[src/rtl/blake2s_pkg.sv]
// rtl/blake2s_pkg.sv - shared types and constants for the BLAKE2s compression controller
package blake2s_pkg;

  typedef enum logic [2:0] {
    ST_IDLE  = 3'd0,
    ST_INIT  = 3'd1,
    ST_ROUND = 3'd2,
    ST_FINAL = 3'd3,
    ST_DONE  = 3'd4
  } state_e;

  localparam int BLAKE2S_MAX_ROUNDS = 10;
  localparam int ROUND_W            = 4;

  localparam logic MODE_COL  = 1'b0;
  localparam logic MODE_DIAG = 1'b1;

endpackage

[src/rtl/blake2s_round_ctrl.sv]
// rtl/blake2s_round_ctrl.sv - block sequencing FSM for the BLAKE2s round schedule and G datapath
module blake2s_round_ctrl
  import blake2s_pkg::*;
#(
  parameter int NUM_ROUNDS = 10,
  parameter int G_LATENCY  = 1
) (
  input  logic               clk,
  input  logic               reset_n,
  input  logic               blk_valid,
  input  logic               blk_last,
  output logic               blk_ready,
  input  logic               abort,
  output logic               load,
  output logic               v_init,
  output logic               last_flag,
  output logic [ROUND_W-1:0] round,
  output logic               mode,
  output logic               g_en,
  output logic               h_update,
  output logic               busy,
  output logic               done
);

  localparam int HALF_ROUNDS = 2 * NUM_ROUNDS;
  localparam int HR_W        = ROUND_W + 1;
  localparam int LAT_W       = 2;

  if (NUM_ROUNDS < 1 || NUM_ROUNDS > BLAKE2S_MAX_ROUNDS) begin : g_bad_num_rounds
    $error("blake2s_round_ctrl: NUM_ROUNDS out of range 1..10");
  end
  if (G_LATENCY < 1 || G_LATENCY > 4) begin : g_bad_g_latency
    $error("blake2s_round_ctrl: G_LATENCY out of range 1..4");
  end

  state_e            state_q;
  logic [HR_W-1:0]   hr_q;    // half-round index: round in the upper bits, mode in bit 0
  logic [LAT_W-1:0]  lat_q;
  logic              last_q;
  logic              half_done;
  logic              last_half;

  assign half_done = (lat_q == LAT_W'(G_LATENCY - 1));
  assign last_half = (hr_q == HR_W'(HALF_ROUNDS - 1));

  always_ff @(posedge clk) begin
    if (!reset_n) begin
      state_q <= ST_IDLE;
      hr_q    <= '0;
      lat_q   <= '0;
      last_q  <= 1'b0;
    end else if (state_q != ST_IDLE && abort) begin
      state_q <= ST_IDLE;
      hr_q    <= '0;
      lat_q   <= '0;
      last_q  <= 1'b0;
    end else begin
      case (state_q)
        ST_IDLE: begin
          if (blk_valid) begin
            last_q  <= blk_last;
            state_q <= ST_INIT;
          end
        end
        ST_INIT: begin
          hr_q    <= '0;
          lat_q   <= '0;
          state_q <= ST_ROUND;
        end
        ST_ROUND: begin
          if (half_done) begin
            lat_q <= '0;
            if (last_half) begin
              hr_q    <= '0;
              state_q <= ST_FINAL;
            end else begin
              hr_q <= hr_q + 1'b1;
            end
          end else begin
            lat_q <= lat_q + 1'b1;
          end
        end
        ST_FINAL: state_q <= ST_DONE;
        ST_DONE: begin
          last_q  <= 1'b0;
          state_q <= ST_IDLE;
        end
        default: state_q <= ST_IDLE;
      endcase
    end
  end

  assign blk_ready = (state_q == ST_IDLE);
  assign busy      = (state_q != ST_IDLE);
  assign load      = (state_q == ST_INIT);
  assign v_init    = (state_q == ST_INIT);
  assign g_en      = (state_q == ST_ROUND) && half_done;
  // A cancel landing on FINAL/DONE must keep the chaining value and completion untouched
  assign h_update  = (state_q == ST_FINAL) && !abort;
  assign done      = (state_q == ST_DONE) && !abort;
  assign last_flag = last_q;
  assign round     = hr_q[HR_W-1:1];
  assign mode      = hr_q[0] ? MODE_DIAG : MODE_COL;

endmodule

[config.mk]
export PLATFORM = sky130hd
export DESIGN_NAME = blake2s_round_ctrl
export DESIGN_NICKNAME = d
export VERILOG_FILES = /design/src/rtl/blake2s_pkg.sv /design/src/rtl/blake2s_round_ctrl.sv
export SDC_FILE = /design/constraint.sdc
export NUM_CORES = 1
export LEC_CHECK = 0
export ABC_AREA = 1
export ABC_CLOCK_PERIOD_IN_PS = 1200
export BUFFER_PORTS_ARGS = -buffer_cell sky130_fd_sc_hd__buf_2
export CAP_MARGIN = 40
export CORE_AREA = 2 2 41 43
export DETAILED_ROUTE_END_ITERATION = 8
export DIE_AREA = 0 0 43 45
export PLACE_DENSITY = 0.68
export REMOVE_ABC_BUFFERS = 1
export SLEW_MARGIN = 20
export SYNTH_ARGS = -nofsm -noshare
export SYNTH_HDL_FRONTEND = slang
export SYNTH_SLANG_ARGS = --single-unit
export TNS_END_PERCENT = 20
[constraint.sdc]
create_clock -name clk -period 1.2 [get_ports clk]
set_input_delay 0.12 -clock clk [delete_from_list [all_inputs] [get_ports clk]]
set_output_delay 0.12 -clock clk [all_outputs]
set_load 0.02 [all_outputs]
==> summary.md, run 1 <==
| Metric | Value |
|---|---|
| Worst reg2reg path depth | 5 |
| Drt pass-1 iters | 2 |
| Worst skew pair latency | 0.28 ns |
| Detailed Place HPWL | 1040 um |
| Maximum clock rate | 829 MHz |
| Met1 Usage GRT | 17.9% |
| Initial antenna violation count | 0 |
| Reg-to-reg slack, setup | 0.05 ns |
| Overall power | 1.28 mW |
| Port Buffers | 17 |
| Mapped Area | 601 um2 |
| FF-to-FF End | hr_q[4] |
| Synth Flop Type | dfxtp_1 |
| Clk root buf | clkbuf_4 |
| Mean post-synth cell area | 6.67 um2 |
| Row cnt | 14 |
| HP Start | blk_last |
| Setup TNS | -0.00891 ns |
| Synth-to-Final Area Change | 43.8% |
| Unique masters post-synth | 15 |
| Core Box Area | 0.00147 mm2 |
| Num Clock Sinks | 11 |
| CTS buffer count | 3 |
| Maxcap violations | 0 |
| Worst setup EP type | output pin |
| YS warnings | 0 |
| Clock-pin slew on the worst setup and hold paths | 0.07 ns |
| Final min period | 1.21 ns |
| Register area share after synthesis | 36.7% |
| Hold WC Path Type | in -> reg |
| Hold endpoint | last_flag |
| Status | complete, but fails checks |
| Post-synth top cells | nand2_1, dfxtp_1, inv_1, nor2_1, nand3_1 |
| CTS tree | built |
| CP startpoint kind | flop |
| H-Tree Level Count | 1 |
| EDFF count, synth | 0 |
| Power per cell area | 1480 mW/mm2 |
| GRT overflow | 0 |
| Layout Skew | 0.00225 ns |
| Endpoints failing hold | 0 |
| Top-Level Pins | 18 |
| Chip width | 43 um |
| Most common cell in the netlist | nand2_1 |
| Filler instances | 150 |
| Cell accounting for the most synthesized area | dfxtp_1 |
| Met2 usage | 29.4% |
| Reg2Reg Launch Point | state_q[0] |
| Final setup margin | -0.00683 ns |
| Yosys top cell area share | 36.7% |
| DRT iter0 DRCs | 5 |
| Routed vias | 679 |
| Final core occ | 58.7% |
| Worst EP required | 1.08 ns |
| Crit Path Class | reg -> out |
| Hold Buf Count CTS | 0 |
| Critical path arrival | 1.09 ns |
| Layout cells sized above 1 | 44.8% |
| Final setup viols | 2 |
| Fin nets | 125 |
| Worst VDD drop | 0.000995 V |
| Initial core utilization | 40.8% |
| Ant diodes | 0 |
| WL per Instance | 11.3 um |
| Via/cell ratio | 5.14 |
| DRC | 0 |
| Synth top area cells | dfxtp_1, nand2_1, nand3_1 |
| RePlAce Congestion | 0.796 |
| Die footprint | 0.00194 mm2 |
| Fin. max-slew vios | 0 |
| Final period util | 101% |
| Ys async rst share | 0% |
| Final antenna-violating net count | 0 |
| Tightest Pin Transition | 0.199 ns |
| GR Util met3 | 7.20% |
| Rel. slew slack | 86.7% |
| Total Routing Usage GR | 16.8% |
| First-pass GRT wire length | 2360 um |
| Worst Path Max Fanout | 6 |
| Failing checks | setup timing |
| Vias in the first global route | 584 |
| Die Y | 45 um |
| Leakage | 0.386 nW |
| Synth Register Bits | 11 |
| Worst Hold Depth | 3 |
| Clock Tree Buf Depth | 2 |
| RSZ-0062 raised after global routing | yes |
| WL final | 1490 um |
| Largest net degree at the start of global routing | 10 |
| Cells after Synth | 90 |
| Most Used Layer, Global Route | met2 |
==> placed cells by master (no fill, tap or decap) <==
cell type   n
dfxtp_2     3
clkbuf_4    3
a21oi_1     8
nand4_1     4
nor2_4      1
ha_1        1
buf_6       2
inv_2       9
clkbuf_1    1
ha_4        2
nand3_2     2
nand2_1    21
nand2_4     1
nand3_1     7
o21ai_0     2
nand2_2     3
nor2_2      1
dfxtp_4     2
buf_2      11
inv_1       3
nor4_4      1
inv_4       1
buf_4      10
dfxtp_1     6
nor2_1     11
==> timing repair <==
item                                    4_1_cts  5_1_grt
pin swaps                                     3        3
buffers inserted                              0        1
gates resized for setup                      22       12
endpoints found under the setup margin       10       12
==> report_power, final <==
part           internal, mW  switching (mW)
sequential            0.402          0.0526
combinational         0.209           0.352
clock                 0.129           0.135
==> worst max-delay path, stage by stage (launching register included) <==
cell and delay, ns:
dfxtp_4 0.38, nor4_4 0.26, buf_4 0.17
==> stage by stage <==
| stage | hold WS, ns | worst slack (ns) | cell area [um2] | instances |
|---|---|---|---|---|
| CTS | 0.123 | -0.0155 | 818 | 131 |
| finish | 0.125 | -0.00683 | 863 | 132 |
| detailed placement | 0.419 | -0.00190 | 736 | 127 |
| global placement | 0.412 | 0.0231 | 736 | 127 |
| global route | 0.147 | -0.0685 | 863 | 132 |
| floorplan | 0.286 | -0.0760 | 593 | 89 |
==> worst max path at each step <==
stage / slack (ns) / start / endpoint / cells after the start
after CTS: -0.02 / state_q[1] / done / 2
after floorplan: -0.08 / hr_q[0] / state_q[0] / 7
final: -0.007 / state_q[1] / done / 2
after detailed placement: -0.002 / lat_q[0] / hr_q[1] / 7
after global placement: 0.02 / lat_q[0] / hr_q[1] / 7
after global routing: -0.07 / state_q[0] / g_en / 4
==> cells by family after synthesis <==
logic type / count (synthesis) / synth area share, %
adder cells (fa/ha/maj): 3 / 6.25
AND/OR/NAND/NOR: 52 / 39.4
flip-flops: 11 / 36.7
AO/OA/AOI/OAI: 10 / 8.33
buffers and inverters: 14 / 9.38
==> routing by layer <==
| layer | wire length (um) | vias to the layer above | share of wire [%] |
|---|---|---|---|
| li1 | - | 341 | - |
| met1 | 619 | 322 | 42 |
| met2 | 769 | 11 | 52 |
| met3 | 74 | 5 | 5.0 |
| met4 | 23 | 0 | 1.5 |
| met5 | 0 | - | 0 |
==> sequential cells by signal (all words and copies together), names as in the netlist <==
register   count
hr_q           5
last_flag      1
lat_q          2
state_q        3
==> cell type report <==
class | count | area [um2] | share of cell area [%]
Multi-Input combinational cell | 65 | 382 | 44.2
Sequential cell | 11 | 231 | 26.8
Timing Repair Buffer | 23 | 153 | 17.7
Inverter | 13 | 51.3 | 5.94
Clock buffer | 4 | 26.3 | 3.04
Tap cell | 16 | 20.0 | 2.32
Note: power is estimated with default switching activity, not from simulation.
==> run 2, diff against run 1 <==
ABC_AREA = default   (was 1)
CORE_AREA = 2 2 40 46   (was 2 2 41 43)
DIE_AREA = 0 0 42 48   (was 0 0 43 45)
PLACE_DENSITY = 0.69   (was 0.68)
==> run 2 against run 1 <==
Effect of this change: the run still ends with setup timing left; maximum frequency decreased by 14%; clock power increased by 3%; largest cell class unchanged; core utilization increased by 11 points; area after synthesis rose by 10%; via count increased by 13%; largest power group is now registers; critical path depth rose by 1; critical path type unchanged; sequential power is 15% lower; count of clock-buffer cells in the layout did not move; design area increased by 23%; first-iteration DRC count increased by 100%; total power shrank 19%; non-clock buffer count up 19.
==> summary.md, run 2 <==
| Metric | Value |
|---|---|
| Yosys top cell area share | 33.3% (-3.3 points) |
| Cell accounting for the most synthesized area | dfxtp_1 |
| Overall power | 1.03 mW (-19%) |
| Leakage | 0.450 nW (+17%) |
| Fin nets | 130 (+4.0%) |
| First-pass GRT wire length | 2950 um (+25%) |
| Num Clock Sinks | 11 (unchanged) |
| Worst Path Max Fanout | 4 (-2) |
| Maximum clock rate | 711 MHz (-14%) |
| Synth Flop Type | dfxtp_1 |
| Row cnt | 15 (+1) |
| H-Tree Level Count | 1 (unchanged) |
| Routed vias | 766 (+13%) |
| Die footprint | 0.00202 mm2 (+4.2%) |
| GRT overflow | 0 (unchanged) |
| DRC | 0 (unchanged) |
| Layout Cells excl Fill | 138 (+4.5%) |
| Detailed Place HPWL | 1230 um (+18%) |
| Largest net degree at the start of global routing | 13 (+3) |
| CP delay by family, top | simple AND/OR/NAND/NOR gates |
| Final instance area | 0.00107 mm2 (+23%) |
| YS warnings | 0 (unchanged) |
| Via/cell ratio | 5.55 (+7.9%) |
| Final period util | 117% (+17 points) |
| Worst setup EP type | output pin |
| Layout Skew | 0.00609 ns (+0.00383 ns) |
| WL final | 1970 um (+32%) |
| Ys async rst share | 0% (unchanged) |
| Drt pass-1 iters | 4 (+2) |
| Ant diodes | 0 (unchanged) |
| Vias in the first global route | 697 (+19%) |
| Slowest cell on crit path | or3_4 |
| Worst path max stage delay | 0.40 ns (+0.02 ns) |
| Worst VDD drop | 0.000578 V (-42%) |
| Maxcap violations | 0 (unchanged) |
| RePlAce Congestion | 0.810 (+1.7%) |
| Post-synth top cells | dfxtp_1, nand2_1, a21oi_1, inv_1, nor3_1 |
| Status | complete, but fails checks |
| Biggest register | hr_q |
| Chip width | 42 um (-2.3%) |
| RSZ-0062 raised after global routing | yes |
| DRT iter0 DRCs | 10 (+5) |
| Dpl cells | 131 (+3.1%) |
| Most common cell in the netlist | dfxtp_1 |
| Largest registers | hr_q x5, state_q x3, lat_q x2 |
| CP startpoint kind | flop |
| Initial antenna violation count | 0 (unchanged) |
| Failing checks | setup timing |
| Synth Register Bits | 11 (unchanged) |
| Hold Buf Count CTS | 0 (unchanged) |
| Crit-path cells | or3_4 > buf_6 > buf_4 |
| Clk root buf | clkbuf_4 |
| Worst EP required | 1.08 ns (about the same) |
| Cells after Synth | 80 (-11%) |
| Initial core utilization | 43.5% (+2.6 points) |
| Top-Level Pins | 18 (unchanged) |
| Core Box Area | 0.00152 mm2 (+3.3%) |
| Crit Path Class | reg -> out |
| Final setup margin | -0.207 ns (-0.200 ns) |
| Final antenna-violating net count | 0 (unchanged) |
| Synth top area cells | dfxtp_1, ha_1, a21oi_1 |
| Power per cell area | 967 mW/mm2 (-35%) |
| Dpl cell area | 900 um2 (+22%) |
| Rel. slew slack | 71.5% (-15 points) |
| Mapped Area | 661 um2 (+10%) |
| Endpoints failing hold | 0 (unchanged) |
| Worst Path Buf+Inv | 2 (+1) |
| EDFF count, synth | 0 (unchanged) |
| Synth-to-Final Area Change | 61.4% |
| Port Buffers | 17 (unchanged) |
| Clock-pin slew on the worst setup and hold paths | 0.07 ns (about the same) |
| CTS tree | built |
| Most frequent cells in the layout | buf_4, buf_2, nand2_1, buf_6 |
| Max reg flops | 5 (unchanged) |
| CTS buffer count | 3 (unchanged) |
| Die Y | 48 um (+6.7%) |
| Unique masters post-synth | 33 (+18) |
| Critical path arrival | 1.29 ns (+0.20 ns) |
| Layout cells sized above 1 | 52.9% (+8.1 points) |
| Mean post-synth cell area | 8.26 um2 (+24%) |
| Tightest Pin Transition | 0.422 ns (+0.223 ns) |
| WL per Instance | 14.3 um (+27%) |
| Commonest non-fill, non-tap cell in the layout | buf_4 |
| Final min period | 1.41 ns (+0.200 ns) |
| Total Routing Usage GR | 19.7% (+2.8 points) |
| Worst skew pair latency | 0.28 ns (about the same) |
| Register area share after synthesis | 33.3% (-3.3 points) |
| Hold WC Path Type | in -> reg |
| Final setup viols | 17 (+15) |
| Clock Tree Buf Depth | 2 (unchanged) |
| Fin Hold WS | 0.105 ns (-0.0200 ns) |
| Fin. max-slew vios | 0 (unchanged) |
==> run 2: changes by cell type after synthesis, sizes merged, moves of 2 or more <==
cell,previous run,this run
a31oi,0,2
inv,13,7
nand4,4,2
nor3,0,6
a22o,0,2
nor2,13,4
nand3,9,2
buf,1,5
nand2,25,10
o21ai,2,4
==> run 2: area by class of cell <==
type / instances / area (um2)
Fill cell: 124 / 454
Multi-Input combinational cell: 57 / 439
Timing Repair Buffer: 42 / 322
Sequential cell: 11 / 229
Inverter: 7 / 28.8
Clock buffer: 4 / 26.3
Tap cell: 17 / 21.3
==> run 2: through the flow <==
stage	TNS (ns)	utilization [%]	setup WS, ns
finish	-2.24	70.1	-0.207
global route	-3.15	70.1	-0.258
CTS	-2.22	66.7	-0.199
detailed placement	-1.28	59.2	-0.193
global placement	-0.985	59.2	-0.125
floorplan	-6.09	-	-1.02
==> run 2: cell families (layout without fill, tap and decap cells) <==
group	after synthesis	count (layout)	synth area share, %
fa+ha+maj	3	3	5.68
xor+xnor	1	1	1.33
mux	1	1	1.52
flops	11	11	33.3
simple gates	33	33	31.1
buf+inv	12	53	8.90
compound gates	19	19	18.2
==> run 2: worst register-to-register path, delay by kind of cell (launching register included) <==
kind,cells,cell delay (ns)
and+or+nand+nor,3,0.43
DFF,1,0.34
adders and majority gates,1,0.15
muxes,1,0.10
buffers and inverters,3,0.31
==> run 2: timing repair <==
item                                    in CTS  in global routing
endpoints found under the setup margin      18                 17
pin swaps                                    3                  4
gates resized for setup                     24                 12
endpoints found under the hold margin        0                  0
buffers inserted                             2                  1
==> run 2: path summary, 6_finish.rpt <==
check | from | end | slack [ns] | cells past startpoint
max reg2reg | lat_q[0] | hr_q[2] | -0.19 | 8
min | blk_last | last_flag | 0.10 | 3
min reg2reg | last_flag | last_flag | 0.48 | 2
max | state_q[0] | busy | -0.21 | 3
==> run 2: power breakdown <==
part	internal, mW	leakage, nW	switching (mW)	total (mW)
logic	0.182	0.344	0.189	0.371
clock network	0.129	0.0150	0.143	0.272
registers	0.378	0.0917	0.00973	0.387
total	0.689	0.450	0.342	1.03
==> run 2: metal layers <==
metal	GRT usage, %	wire [um]
met4	11.6	52
met3	2.26	114
met5	0	0
met1	22.0	799
met2	37.2	1000
==> run 3, diff against run 2 <==
CELL_PAD_IN_SITES_DETAIL_PLACEMENT = 0   (was default)
CELL_PAD_IN_SITES_GLOBAL_PLACEMENT = 1   (was default)
CORE_AREA = 2 2 47 53   (was 2 2 40 46)
DIE_AREA = 0 0 49 55   (was 0 0 42 48)
GPL_TIMING_DRIVEN = 0   (was default)
PLACE_DENSITY = default   (was 0.69)
PLACE_DENSITY_LB_ADDON = 0.1   (was default)
==> run 3 against run 2 <==
Effect of this change: the flow still finishes with violations (setup timing); worst setup slack better by 0.042 ns; cell count down 0.72%; sequential cell count unchanged; clock power down 3%; critical path depth unchanged; sequential share of layout area up 1.1 points; sequential power up 2%; design area down 2.7%; wire length down 9.6%; critical path type unchanged; critical endpoint is now blk_ready.
==> summary.md, run 3 (synthesized netlist as in run 2, its figures left out) <==
| Metric | Value |
|---|---|
| Status | complete, but fails checks |
| Failing checks | setup timing |
| WL per Instance | 13.0 um (-9.0%) |
| Vias in the first global route | 663 (-4.9%) |
| Row cnt | 18 (+3) |
| H-Tree Level Count | 1 (unchanged) |
| Largest net degree at the start of global routing | 12 (-1) |
| Largest registers | hr_q x5, state_q x3, lat_q x2 |
| Fin Hold WS | 0.117 ns (+0.0118 ns) |
| Fin. max-slew vios | 0 (unchanged) |
| Rel. slew slack | 82.0% (+11 points) |
| Initial core utilization | 30.2% (-13 points) |
| DRT iter0 DRCs | 9 (-1) |
| Endpoints failing hold | 0 (unchanged) |
| Dpl ws | -0.433 ns (-0.240 ns) |
| Synth-to-Final Area Change | 57.0% |
| CP delay by family, top | simple AND/OR/NAND/NOR gates |
| Fin nets | 116 (-11%) |
| Num Clock Sinks | 11 (unchanged) |
| Worst VDD drop | 0.000840 V (+45%) |
| Maxcap violations | 0 (unchanged) |
| RePlAce Congestion | 0.682 (-16%) |
| Layout cells sized above 1 | 57.9% (+5.1 points) |
| Power per cell area | 952 mW/mm2 (-1.6%) |
| Layout Skew | 0.00740 ns (+0.00131 ns) |
| CP startpoint kind | flop |
| Final setup margin | -0.165 ns (+0.0421 ns) |
| Biggest register | hr_q |
| Clock Tree Buf Depth | 2 (unchanged) |
| Worst skew pair latency | 0.27 ns (about the same) |
| Worst EP required | 1.08 ns (about the same) |
| Commonest non-fill, non-tap cell in the layout | buf_2 |
| Die Y | 55 um (+15%) |
| Clock-pin slew on the worst setup and hold paths | 0.08 ns (about the same) |
| Detailed Place HPWL | 1070 um (-13%) |
| DRC | 0 (unchanged) |
| Leakage | 0.391 nW (-13%) |
| Max reg flops | 5 (unchanged) |
| Final period util | 114% (-3.5 points) |
| Worst Path Buf+Inv | 2 (unchanged) |
| Initial antenna violation count | 0 (unchanged) |
| Worst setup EP type | output pin |
| CTS tree | built |
| Worst Path Max Fanout | 4 (unchanged) |
| Via/cell ratio | 4.94 (-11%) |
| Top-Level Pins | 18 (unchanged) |
| Core Box Area | 0.00218 mm2 (+44%) |
| Clk root buf | clkbuf_4 |
| Ant diodes | 0 (unchanged) |
| Tightest Pin Transition | 0.265 ns (-0.156 ns) |
| Most frequent cells in the layout | buf_2, buf_4, nand2_1, buf_6, dfxtp_1 |
| Crit Path Class | reg -> out |
| Final setup viols | 14 (-3) |
| Die footprint | 0.00270 mm2 (+34%) |
| Slowest cell on crit path | or3_4 |
| Filler instances | 220 (+77%) |
| Critical path arrival | 1.25 ns (-0.04 ns) |
| Crit-path cells | or3_4 > inv_2 > buf_6 |
| Routed vias | 677 (-12%) |
| Total Routing Usage GR | 14.8% (-4.9 points) |
| CTS buffer count | 3 (unchanged) |
| RSZ-0062 raised after global routing | yes |
| GRT overflow | 0 (unchanged) |
| Maximum clock rate | 733 MHz (+3.1%) |
| Hold Buf Count CTS | 0 (unchanged) |
| Chip width | 49 um (+17%) |
| First-pass GRT wire length | 3030 um (+2.8%) |
| Final antenna-violating net count | 0 (unchanged) |
| Hold WC Path Type | in -> reg |
| Worst path max stage delay | 0.42 ns (+0.02 ns) |
| Final min period | 1.37 ns (-0.0421 ns) |
| WL final | 1780 um (-9.6%) |
| Port Buffers | 17 (unchanged) |
| Drt pass-1 iters | 4 (unchanged) |
run 3: what timing repair did:
| action | 4_1_cts | 5_1_grt |
|---|---|---|
| resized for setup | 34 | 14 |
| setup buffers | 11 | 0 |
| pin swaps | 3 | 2 |
| endpoints found under the setup margin | 18 | 18 |
run 3: through the flow:
step / power (mW) / utilization [%] / TNS [ns] / std cells / area, um2
CTS: 0.970 / 44.7 / -1.67 / 137 / 976
finish: 0.987 / 47.5 / -1.37 / 137 / 1040
detailed placement: 0.611 / 34.4 / -3.80 / 122 / 751
global placement: 0.611 / 34.4 / -3.59 / 122 / 751
global route: 1.04 / 47.5 / -2.39 / 137 / 1040
floorplan: 0.546 / - / -6.09 / 75 / 628
run 3: worst paths after layout:
check / start / endpoint / slack, ns / cells after the start
setup / recovery: state_q[1] / blk_ready / -0.17 / 3
hold / removal: blk_last / last_flag / 0.12 / 3
setup reg to reg: state_q[1] / hr_q[4] / -0.14 / 4
hold reg to reg: last_flag / last_flag / 0.50 / 2
run 3: layout make-up:
class	count	area, um2	share of cell area, %
multi-input combinational	57	503	48.5
sequential	11	234	22.6
inverter	7	26.3	2.53
clock inverter	1	5.00	0.483
clock buffer	3	22.5	2.17
timing repair buffer	28	209	20.1
tap	30	37.5	3.62
run 3: worst reg2reg max path, cell delays in order, from the launching register on:
cell and delay, ns:
dfxtp_4 0.37, or3_4 0.42, nand2_4 0.11, nand2_8 0.10
o32ai_2 0.26
run 3: report_power, final:
part	internal [mW]	switching, mW	leakage (nW)
sequential	0.377	0.0189	0.0923
combinational	0.147	0.179	0.281
clock	0.123	0.142	0.0177
total	0.647	0.340	0.391
run 3: per-layer routing:
| metal | part of all wire, % | GRT usage, % | up-vias |
|---|---|---|---|
| li1 | - | - | 341 |
| met1 | 44 | 16.4 | 324 |
| met2 | 53 | 29.0 | 10 |
| met3 | 2.6 | 4.03 | 2 |
| met4 | 0.56 | 2.86 | 0 |
| met5 | 0 | 0 | - |
